### src/rtl/pci_arbiter.sv
`default_nettype none
// ============================================================================
// pci_arbiter : round-robin PCI bus arbiter; grant moves only while bus is idle.
// Optional grant timeout compiled in when PCI_ARB_TIMEOUT_EN is defined.
// Revision : 1.0
// ============================================================================
module pci_arbiter #(
   parameter int N_DEV   = 4,
   parameter int TIMEOUT = 16
) (
   input  logic             clk,
   input  logic             rst,
   input  logic [N_DEV-1:0] request,
   input  logic             iframe,
   input  logic             iready,
   output logic [N_DEV-1:0] grant,
   output logic [2:0]       owner,
   output logic             bus_busy,
   output logic             timeout
);

   typedef enum logic [1:0] {
      ST_IDLE  = 2'd0,
      ST_GRANT = 2'd1,
      ST_BUSY  = 2'd2,
      ST_TURN  = 2'd3
   } state_t;

   localparam logic [2:0] LAST_OWNER_RST = 3'(N_DEV - 1);

   state_t           state_q, state_d;
   logic [N_DEV-1:0] grant_q, grant_d;
   logic [2:0]       owner_q, owner_d;
   logic [2:0]       last_owner_q, last_owner_d;
   logic             bus_busy_q, bus_busy_d;
   logic             timeout_q, timeout_d;

   logic [7:0]       req_ext;
   logic [3:0]       cand;
   logic [2:0]       winner;
   logic             any_req;

`ifdef PCI_ARB_TIMEOUT_EN
   localparam int          TW         = (TIMEOUT > 1) ? $clog2(TIMEOUT) : 1;
   localparam logic [TW-1:0] TIMER_LAST = TW'(TIMEOUT - 1);
   logic [TW-1:0]          timer_q, timer_d;
`endif

   // Search downward so the candidate nearest to last_owner+1 is assigned last and wins.
   always_comb begin
      req_ext            = '1;
      req_ext[N_DEV-1:0] = request;
      any_req            = 1'b0;
      winner             = '0;
      cand               = '0;
      for (int i = N_DEV; i >= 1; i--) begin
         cand = {1'b0, last_owner_q} + 4'(i);
         if (cand >= 4'(N_DEV)) begin
            cand = cand - 4'(N_DEV);
         end
         if (!req_ext[cand[2:0]]) begin
            any_req = 1'b1;
            winner  = cand[2:0];
         end
      end
   end

   always_comb begin
      state_d      = state_q;
      grant_d      = grant_q;
      owner_d      = owner_q;
      last_owner_d = last_owner_q;
      timeout_d    = 1'b0;
`ifdef PCI_ARB_TIMEOUT_EN
      timer_d      = timer_q;
`endif
      case (state_q)
         ST_IDLE: begin
            if (any_req) begin
               for (int j = 0; j < N_DEV; j++) begin
                  grant_d[j] = (3'(j) != winner);
               end
               owner_d      = winner;
               last_owner_d = winner;
               state_d      = ST_GRANT;
`ifdef PCI_ARB_TIMEOUT_EN
               timer_d      = '0;
`endif
            end
         end
         ST_GRANT: begin
            if (!iframe) begin
               state_d = ST_BUSY;
            end else if (req_ext[owner_q]) begin
               grant_d = '1;
               state_d = ST_IDLE;
            end
`ifdef PCI_ARB_TIMEOUT_EN
            else if (timer_q == TIMER_LAST) begin
               grant_d   = '1;
               timeout_d = 1'b1;
               state_d   = ST_IDLE;
            end else begin
               timer_d = timer_q + TW'(1);
            end
`endif
         end
         ST_BUSY: begin
            if (iframe && iready) begin
               grant_d = '1;
               state_d = ST_TURN;
            end
         end
         default: begin
            state_d = ST_IDLE;
         end
      endcase
      bus_busy_d = (state_d == ST_BUSY);
   end

   always_ff @(posedge clk) begin
      if (rst) begin
         state_q      <= ST_IDLE;
         grant_q      <= '1;
         owner_q      <= '0;
         last_owner_q <= LAST_OWNER_RST;
         bus_busy_q   <= 1'b0;
         timeout_q    <= 1'b0;
`ifdef PCI_ARB_TIMEOUT_EN
         timer_q      <= '0;
`endif
      end else begin
         state_q      <= state_d;
         grant_q      <= grant_d;
         owner_q      <= owner_d;
         last_owner_q <= last_owner_d;
         bus_busy_q   <= bus_busy_d;
         timeout_q    <= timeout_d;
`ifdef PCI_ARB_TIMEOUT_EN
         timer_q      <= timer_d;
`endif
      end
   end

   assign grant    = grant_q;
   assign owner    = owner_q;
   assign bus_busy = bus_busy_q;
   assign timeout  = timeout_q;

endmodule
`default_nettype wire

### config.mk
export PLATFORM = sky130hd
export DESIGN_NAME = pci_arbiter
export DESIGN_NICKNAME = d
export VERILOG_FILES = /design/src/rtl/pci_arbiter.sv
export SDC_FILE = /design/constraint.sdc
export NUM_CORES = 1
export LEC_CHECK = 0
export CAP_MARGIN = 40
export CORE_MARGIN = 5
export CORE_UTILIZATION = 52
export CTS_BUF_LIST = sky130_fd_sc_hd__clkbuf_16
export DETAILED_ROUTE_END_ITERATION = 16
export PLACE_DENSITY = 0.79
export SYNTH_ARGS = -nofsm -noshare
export SYNTH_HDL_FRONTEND = slang
export SYNTH_SLANG_ARGS = --single-unit
### constraint.sdc
create_clock -name clk -period 3.64 [get_ports clk]
set_input_delay 0.728 -clock clk [delete_from_list [all_inputs] [get_ports clk]]
set_output_delay 0.728 -clock clk [all_outputs]
set_load 0.005 [all_outputs]
# Word level (Yosys, flattened, before mapping)

Index checks and enable logic that the tools add are counted.

Input port bits: 8
Flip-flop bits (word level): 13

Reductions and logical operators: 6
Eq/ne operators: 10
Magnitude comparators: 9
Add/sub/neg operators: 8
Multiplexer cells: 32

Operator list:

| kind                | number |
|---|---|
| $mux 3              | 8 |
| $lt 3x4->1 const B  | 5 |
| $ge 4x3->1 const B  | 4 |
| $mux 4              | 4 |
| $bmux 1 s3          | 5 |
| $pmux 4 s3          | 1 |
| $sub 3x3->3 const B | 4 |
| $mux 1              | 9 |
| $add 3x2->4 const B | 2 |
| $mux 2              | 4 |
| $ne 2x2->1 const B  | 4 |
| $ne 2x3->1 const A  | 2 |
| $pmux 2 s3          | 1 |
| $reduce_bool 3->1   | 2 |
| $reduce_and 5->1    | 1 |
| $add 3x1->4 const B | 1 |
| $add 3x3->4 const B | 1 |
| $eq 2x2->1 const B  | 2 |
| $ne 1x3->1 const A  | 1 |
| $eq 2x1->1 const B  | 1 |
| $logic_not 2->1     | 1 |
| $reduce_and 2->1    | 1 |
| $logic_and 1x1->1   | 1 |

# Logic depth before layout (Yosys ltp)

Gate-level depths: netlist of run 1.

Depth in word-level cells: 12
Depth in mapped cells: 9
Mapped depth without buffers: 7

# Worst setup path after synthesis of run 1

No wires, ideal clock.

Path kind: register to register
From: register last_owner_q[0]
To: register state_q[0]
Arrival time: 2.410 ns
Setup time: 0.115 ns
Period minus slack after synthesis: 2.525 ns
Stages on the path, launching flop included: 10
Path buffers: 2
Path slack: 1.115 ns
Path through: dfxtp_1 buf_2 inv_2 ha_1 buf_6 mux4_2 a21oi_4 or4_4 o21a_1 o21ba_1

Cells in the longest elaborated chain, start to end: 11

RTL lines:

| item                                      | line   | source |
|---|---|---|
| start: declaration                        | 34     | `logic [2:0] last_owner_q, last_owner_d;` |
| start signal: assignment                  | 136    | `last_owner_q <= last_owner_d;` |
| $add 3x3->4                               | 57     | `cand = {1'b0, last_owner_q} + 4'(i);` |
| $ge 4x3->1 or $sub 3x3->3 (tied branches) | 58, 59 |  |
| $mux 3                                    | 58     | `if (cand >= 4'(N_DEV)) begin` |
| $bmux 1 s3                                | 61     | `if (!req_ext[cand[2:0]]) begin` |
| $mux 1 (not written as such)              | 61     |  |
| $mux 1 (3 in series)                      | 61     |  |
| $mux 1 *                                  | 61     |  |
| $mux 2 *                                  | 79     | `if (any_req) begin` |
| $pmux 2 s3 *                              | 77     | `case (state_q)` |
| end signal: assignment                    | 133    | `state_q <= state_d;` |
| end: declaration                          | 31     | `state_t state_q, state_d;` |

Mark *: on every way between the ends. The rest lies on a longest branch, timed or not. The select of a mux whose other input is x is not followed.
A chain may end at the register's enable or synchronous reset.

# Worst setup path in the final report of run 1

From: register last_owner_q[0]
To: register grant_q[1] (netlist: grant[1])

Cells in the longest elaborated chain, start to end: 12

RTL lines:

| item                                      | line   | source |
|---|---|---|
| $add 3x3->4                               | 57     |  |
| $ge 4x3->1 or $sub 3x3->3 (tied branches) | 58, 59 |  |
| $mux 3                                    | 58     |  |
| $bmux 1 s3                                | 61     |  |
| $mux 1 (not written as such)              | 61     |  |
| $mux 3 (4 in series)                      | 61     |  |
| $ne 1x3->1                                | 81     | `grant_d[j] = (3'(j) != winner);` |
| $mux 4                                    | 79     |  |
| $pmux 4 s3                                | 77     |  |
| end signal: assignment                    | 134    | `grant_q <= grant_d;` |
| end: declaration                          | 32     | `logic [N_DEV-1:0] grant_q, grant_d;` |

Several ways; a longest one is shown, not always the timed one. The select of a mux whose other input is x is not followed.

==> impl_results.md, run 1 <==
- Slowest-stage cell, CP: dfxtp_1
- 1st-iter DRT viols: 23
- Num CTS Buffers: 3
- Die area: 0.002885 sq mm
- CTS-repair resized insts: 0
- Detailed placement HPWL: 1711 microns
- Final Setup Violations: 0
- Layout cells sized above 1: 14.52%
- Mapped cell area: 993.5 sq um
- Largest net degree at the start of global routing: 16
- Hold Crit Depth: 2
- Outcome: finished, final reports clean
- Commonest non-fill, non-tap cell in the layout: clkdlybuf4s50_1
- GRT Util Overall: 18.86%
- R2R depth: 7
- CP top delay family: compound AO/OA/AOI/OAI gates
- Hold Worst Slack: 449.3 ps
- Crit end category: flop
- Drt wl/cell: 15.41 microns
- Die width: 53.71 microns
- Cell taking the most area after synthesis: dfxtp_1
- Slowest stage delay, CP: 650 ps
- Filler cell count: 155
- R2r endpoint: grant[1]$_SDFFE_PP1P_
- Flop2flop setup slack: 810 ps
- CP Launch Point: last_owner_q[0]$_SDFFE_PP1P_
- Cell count after synthesis: 110
- # hold bufs at CTS: 0
- M1 WL: 1061 microns
- Met3 wire length: 111 microns
- Worst skew pair latency: 240 ps
- # H-tree levels: 1
- Top post-synthesis cells by area: dfxtp_1 24%, ha_1 8.8%, a21oi_1 4.5%, mux4_2 4.5%, a32oi_1 3.5%
- First-pass GRT wire length: 3898 microns
- Clock Path Buffers: 2
- Vias in the first global route: 870
- Synth unique cells: 45
- Slew Limit Headroom: 63.46%
- Final period util: 77.72%
- Tmin final: 2829 ps
- Critical path depth: 7
- Hold Path Class: flop to flop
- Final Power: 1.036 mW
- Data arrival time of the critical path: 2990 ps
- Fraction of registers with async set/reset: 0%
- Sink Count: 12
- Ys flop type: dfxtp_1
- Leak: 0.5240 nW
- Antenna violations before repair: 0
- Setup_tns: 0 ps
- Yosys reg bits: 12
- I/O Buffers: 15
- Clock Skews: 0.7857 ps
- VDD IR max: 671.6 uV
- Top sig layer: met4
- Vert. Die Dim: 53.71 microns
- Post-DRT Antenna Nets: 0
- Startpoint Class: flop
- Reg clk slew, reported paths: 40 ps
- Setup CP Type: flop to flop
- Nets: 140
- Slew Viols, Final: 0
- Register area share after synthesis: 24.18%
- GPL Wtd Cong: 0.8559
- Placed Cells incl. Taps: 145
- CTS tree: done
- Hold EP: grant[1]$_SDFFE_PP1P_
- Area growth syn-to-layout: 22.54%
- Post-Syn Nets: 125
- Ant. Diodes: 0
- Core area: 0.001764 sq mm
- Total congestion overflow: 0
- Endpoints failing hold: 0
- Routed wl met2: 1078 microns
- Worst path buffer plus inverter count: 1
- Cell Rows: 15
- Post-CTS Setup Inserts: 0
- Residual DRC count: 0
- Final non-filler cell total: 149
- Worst EP required: 3800 ps
- RSZ-0062 raised after global routing: no
- Vias: 895
- Power Density: 851.1 mW/mm^2
- I/O pin cnt: 17
- Worst Path Max Fanout: 15
- Top-area cell type share of the netlist area: 24.18%
- Starting Density: 56.31%
- Worst Tran Pin Value: 542.1 ps
- Post-synth EDFFs: 0
- MaxCap Viol Count: 0
- Drt pass-1 iters: 4
- Crit path cell chain: inv_2, ha_1, mux4_2, a21oi_4, nor4_2, o41a_1, a32oi_1
- Fmax: 353.5 MHz
- Highest-count cells in the layout ignoring fill and taps: 15 x clkdlybuf4s50_1, 12 x dfxtp_1, 9 x inv_1, 9 x a21oi_1
- CTS root buffer: clkbuf_16
- Final Util: 69.01%
- Mean post-synth cell area: 9.031 sq um
- DR vias/cell: 6.007
- Synth warnings: 0
- Drt total wl: 2296 microns
- Worst hold start: grant[1]$_SDFFE_PP1P_
- Reg-to-reg startpoint: last_owner_q[0]$_SDFFE_PP1P_
-- synthesized netlist by cell type (2+ instances only) --
master	count
dfxtp_1	12
a21oi_1	9
inv_1	9
ha_1	7
nor2_1	7
a32oi_1	4
nand2b_1	4
nor3_1	4
and3_1	3
mux2i_1	3
nand3_1	3
or2_2	3
or4_1	3
buf_2	2
buf_4	2
mux4_2	2
nand2_1	2
o21ai_0	2
o21ai_1	2
o31ai_1	2
-- logic make-up after synthesis --
logic type / Yosys count / share of synthesized area (%)
AO/OA/AOI/OAI: 32 / 27.83
adder cells (fa/ha/maj): 7 / 8.816
buffers and inverters: 15 / 7.430
flip-flops: 12 / 24.18
multiplexers: 7 / 9.823
other: 1 / 0.3775
AND/OR/NAND/NOR: 36 / 21.54
-- state kept, by name (all words and copies together) (netlist names) --
| signal | flops |
|---|---|
| grant | 4 |
| owner | 3 |
| last_owner_q | 2 |
| state_q | 2 |
| bus_busy | 1 |
-- stage by stage --
| step | setup WS, ps | area (sq um) |
|---|---|---|
| floorplan | 1115 | 993.5 |
| global placement | 854.5 | 1139 |
| detailed placement | 812.8 | 1139 |
| CTS | 826.5 | 1217 |
| global route | 652.5 | 1217 |
| finish | 810.8 | 1217 |
-- cell type report --
class / count / area (sq um) / share of cell area, %
Tap cell: 25 / 31.28 / 2.569
Timing Repair Buffer: 15 / 150.1 / 12.33
Sequential cell: 12 / 240.2 / 19.73
Clock buffer: 3 / 75.07 / 6.166
Multi-Input combinational cell: 83 / 679.4 / 55.81
Clock inverter: 1 / 3.754 / 0.3083
Inverter: 10 / 37.54 / 3.083
-- per-layer routing --
layer  global-route usage (%)  vias up
li1                         -      437
met1                    23.06      429
met2                    30.65       23
met3                    4.986        6
met4                    8.511        0
met5                        0        -
-- worst max path at each step --
stage                       endpoint
6_report       grant[1]$_SDFFE_PP1P_
5_1_grt        owner[0]$_SDFFE_PP0P_
4_1_cts        grant[1]$_SDFFE_PP1P_
3_5_place_dp   grant[3]$_SDFFE_PP1P_
3_3_place_gp   grant[0]$_SDFFE_PP1P_
2_1_floorplan  state_q[0]$_SDFF_PP0_
-- tightest hold or removal path, cell delays in order (launching register included) --
cell and delay, ps:
dfxtp_1 300, inv_1 50, a32oi_1 50
-- power by group --
part	switching (mW)	total (mW)	internal, mW
Clock	0.0546	0.199	0.144
Combinational	0.315	0.594	0.279
Sequential	0.0646	0.243	0.179
Note: power is estimated with default switching activity, not from simulation.
==> inputs of run 2 (changes only) <==
- CORE_UTILIZATION: 52 -> 47
- PLACE_DENSITY: 0.79 -> 0.75
- clock period: 3.64 -> 2.57 ns (I/O delays scaled with it)
==> run 2 against run 1 <==
- routed wire length fell by 4.4%
- design area rose by 4.1%
- highest routed layer unchanged
- largest cell class unchanged
- die area rose by 8.6%
- critical path depth did not move
==> impl_results.md, run 2 (synthesized netlist as in run 1, its figures left out) <==
- Outcome: finished, final reports clean
- Largest net degree at the start of global routing: 15 (-1)
- Reg clk slew, reported paths: 40 ps (about the same)
- Drt total wl: 2194 microns (-4.4%)
- Final Util: 63.95% (-5.1 points)
- Antenna violations before repair: 0 (unchanged)
- Post-CTS Setup Inserts: 0 (unchanged)
- Cell Rows: 16 (+1)
- Final period util: 93.21% (+15 points)
- Power Density: 1191 mW/mm^2 (+40%)
- Clock Skews: 1.291 ps (+0.5048 ps)
- Crit path cell chain: inv_2, ha_2, mux4_2, a21oi_4, nor4_2, o41a_1, a32oi_1
- 1st-iter DRT viols: 15 (-35%)
- Drt pass-1 iters: 4 (unchanged)
- Vias: 899 (+0.45%)
- # H-tree levels: 1 (unchanged)
- Worst Tran Pin Value: 574.5 ps (+32.37 ps)
- Slew Limit Headroom: 61.70% (-1.8 points)
- Final Setup Violations: 0 (unchanged)
- Hold EP: grant[0]$_SDFFE_PP1P_
- R2r endpoint: grant[2]$_SDFFE_PP1P_
- Tmin final: 2395 ps (-433.8 ps)
- Sink Count: 12 (unchanged)
- Worst skew pair latency: 240 ps (about the same)
- Data arrival time of the critical path: 2560 ps (-430 ps)
- Starting Density: 50.13% (-6.2 points)
- Highest-count cells in the layout ignoring fill and taps: 15 x clkdlybuf4s50_1, 12 x dfxtp_1, 9 x inv_1, 9 x a21oi_1, 7 x nor2_1
- Clock Path Buffers: 2 (unchanged)
- Switching Share: 40.70% (-1.2 points)
- Num CTS Buffers: 3 (unchanged)
- RSZ-0062 raised after global routing: no
- Area of the multi-input gates: 681.9 sq um (+0.37%)
- Worst hold start: grant[0]$_SDFFE_PP1P_
- CTS tree: done
- Layout cells sized above 1: 19.23% (+4.7 points)
- Reg power frac: 19.7% (-3.8 points)
- Slowest-stage cell, CP: mux4_2
- MaxCap Viol Count: 0 (unchanged)
- Crit end category: flop
- Area growth syn-to-layout: 27.58%
- Psw: 614.4 uW (+42%)
- Number of flip-flops in the largest register: 4 (unchanged)
- Clock network fraction of total power: 18.9% (-0.3 points)
- Core area: 0.001982 sq mm (+12%)
- I/O Buffers: 15 (unchanged)
- Residual DRC count: 0 (unchanged)
- Post-DRT Antenna Nets: 0 (unchanged)
- Setup CP Type: flop to flop
- CTS root buffer: clkbuf_16
- Internal power: 895.3 uW (+49%)
- Final non-filler cell total: 157 (+5.4%)
- Vert. Die Dim: 55.98 microns (+4.2%)
- Die width: 55.98 microns (+4.2%)
- Area post-placement: 0.001186 sq mm (+4.2%)
- Die area: 0.003133 sq mm (+8.6%)
- Hold Crit Depth: 2 (unchanged)
- Slowest stage delay, CP: 580 ps (-70 ps)
- Hold Path Class: flop to flop
- Placed Cells incl. Taps: 153 (+5.5%)
- Flop2flop setup slack: 170 ps (-640 ps)
- Reg-to-reg startpoint: last_owner_q[0]$_SDFFE_PP1P_
- Register area: 240.2 sq um (unchanged)
- Vias in the first global route: 898 (+3.2%)
- DR vias/cell: 5.726 (-4.7%)
- Worst EP required: 2730 ps (-1070 ps)
- Drt wl/cell: 13.97 microns (-9.3%)
- Startpoint Class: flop
- GRT Util Overall: 15.69% (-3.2 points)
- Detailed placement HPWL: 1676 microns (-2.0%)
- Endpoints failing hold: 0 (unchanged)
- Total congestion overflow: 0 (unchanged)
- CTS-repair resized insts: 0 (unchanged)
- R2R depth: 7 (unchanged)
- Nets: 146 (+4.3%)
- GPL Wtd Cong: 0.8269 (-3.4%)
- Worst Path Max Fanout: 7 (-8)
- Fin area: 0.001267 sq mm (+4.1%)
- Filler cell count: 163 (+5.2%)
- Commonest non-fill, non-tap cell in the layout: clkdlybuf4s50_1
- VDD IR max: 672.8 uV (+0.18%)
- Leak: 0.5510 nW (+5.2%)
- First-pass GRT wire length: 4008 microns (+2.8%)
- # hold bufs at CTS: 0 (unchanged)
- Ant. Diodes: 0 (unchanged)
- Fmax: 417.5 MHz (+18%)
- I/O pin cnt: 17 (unchanged)
- Comb pwr share: 61.4% (+4.1 points)
- Slew Viols, Final: 0 (unchanged)
[run 2: cell types whose count changed in the layout (fill, tap and decap cells not counted)]
cell   previous run  this run
buf_4             0         6
ha_1              7         6
ha_2              0         1
[run 2: layout make-up]
type	instances	area share, %
Inverter	10	2.961
Tap cell	27	2.665
Sequential cell	12	18.95
Clock inverter	1	0.2961
Clock buffer	3	5.923
Multi-Input combinational cell	83	53.80
Timing Repair Buffer	21	15.40
[run 2: metrics by stage]
| step | TNS (ps) | hold WS (ps) | setup slack, ps | total power [mW] |
|---|---|---|---|---|
| floorplan | 0 | 439.9 | 45.22 | 0.9759 |
| global placement | -1.976 | 434.3 | -1.040 | 1.195 |
| detailed placement | -210.2 | 441.8 | -48.09 | 1.213 |
| CTS | 0 | 448.4 | 92.49 | 1.515 |
| global route | 0 | 475.0 | 41.47 | 1.647 |
| finish | 0 | 446.1 | 174.6 | 1.510 |
[run 2: per-layer routing]
metal	wire, microns	global-route usage (%)
met4	46	9.492
met5	0	0
met2	966	24.37
met1	1062	19.55
met3	118	3.480
[run 2: worst max path at each step]
stage                                 startpoint  cells after the start                     to
CTS                 last_owner_q[0]$_SDFFE_PP1P_                      7  grant[3]$_SDFFE_PP1P_
detailed placement                    request[0]                      6  grant[3]$_SDFFE_PP1P_
global placement                      request[2]                      6    bus_busy$_SDFF_PP0_
floorplan           last_owner_q[0]$_SDFFE_PP1P_                      9  state_q[0]$_SDFF_PP0_
finish              last_owner_q[0]$_SDFFE_PP1P_                      7  grant[2]$_SDFFE_PP1P_
global route        last_owner_q[0]$_SDFFE_PP1P_                      7  grant[2]$_SDFFE_PP1P_
[run 2: power groups by stage]
stage	Combinational [mW]	Clock [mW]	Sequential, mW
final	0.926	0.286	0.298
after global routing	1.03	0.305	0.309
after CTS	0.924	0.294	0.298
after detailed placement	0.913	0	0.300
after global placement	0.896	0	0.298
after floorplan	0.674	0	0.302
[run 2: worst max-delay path: cells and delay by family, from the launching register on]
family | cells | cell delay (ps)
AO/OA/AOI/OAI | 3 | 850
multiplexers | 1 | 580
adder cells (fa/ha/maj) | 1 | 410
flip-flops | 1 | 340
AND/OR/NAND/NOR | 1 | 90
buffers and inverters | 1 | 50
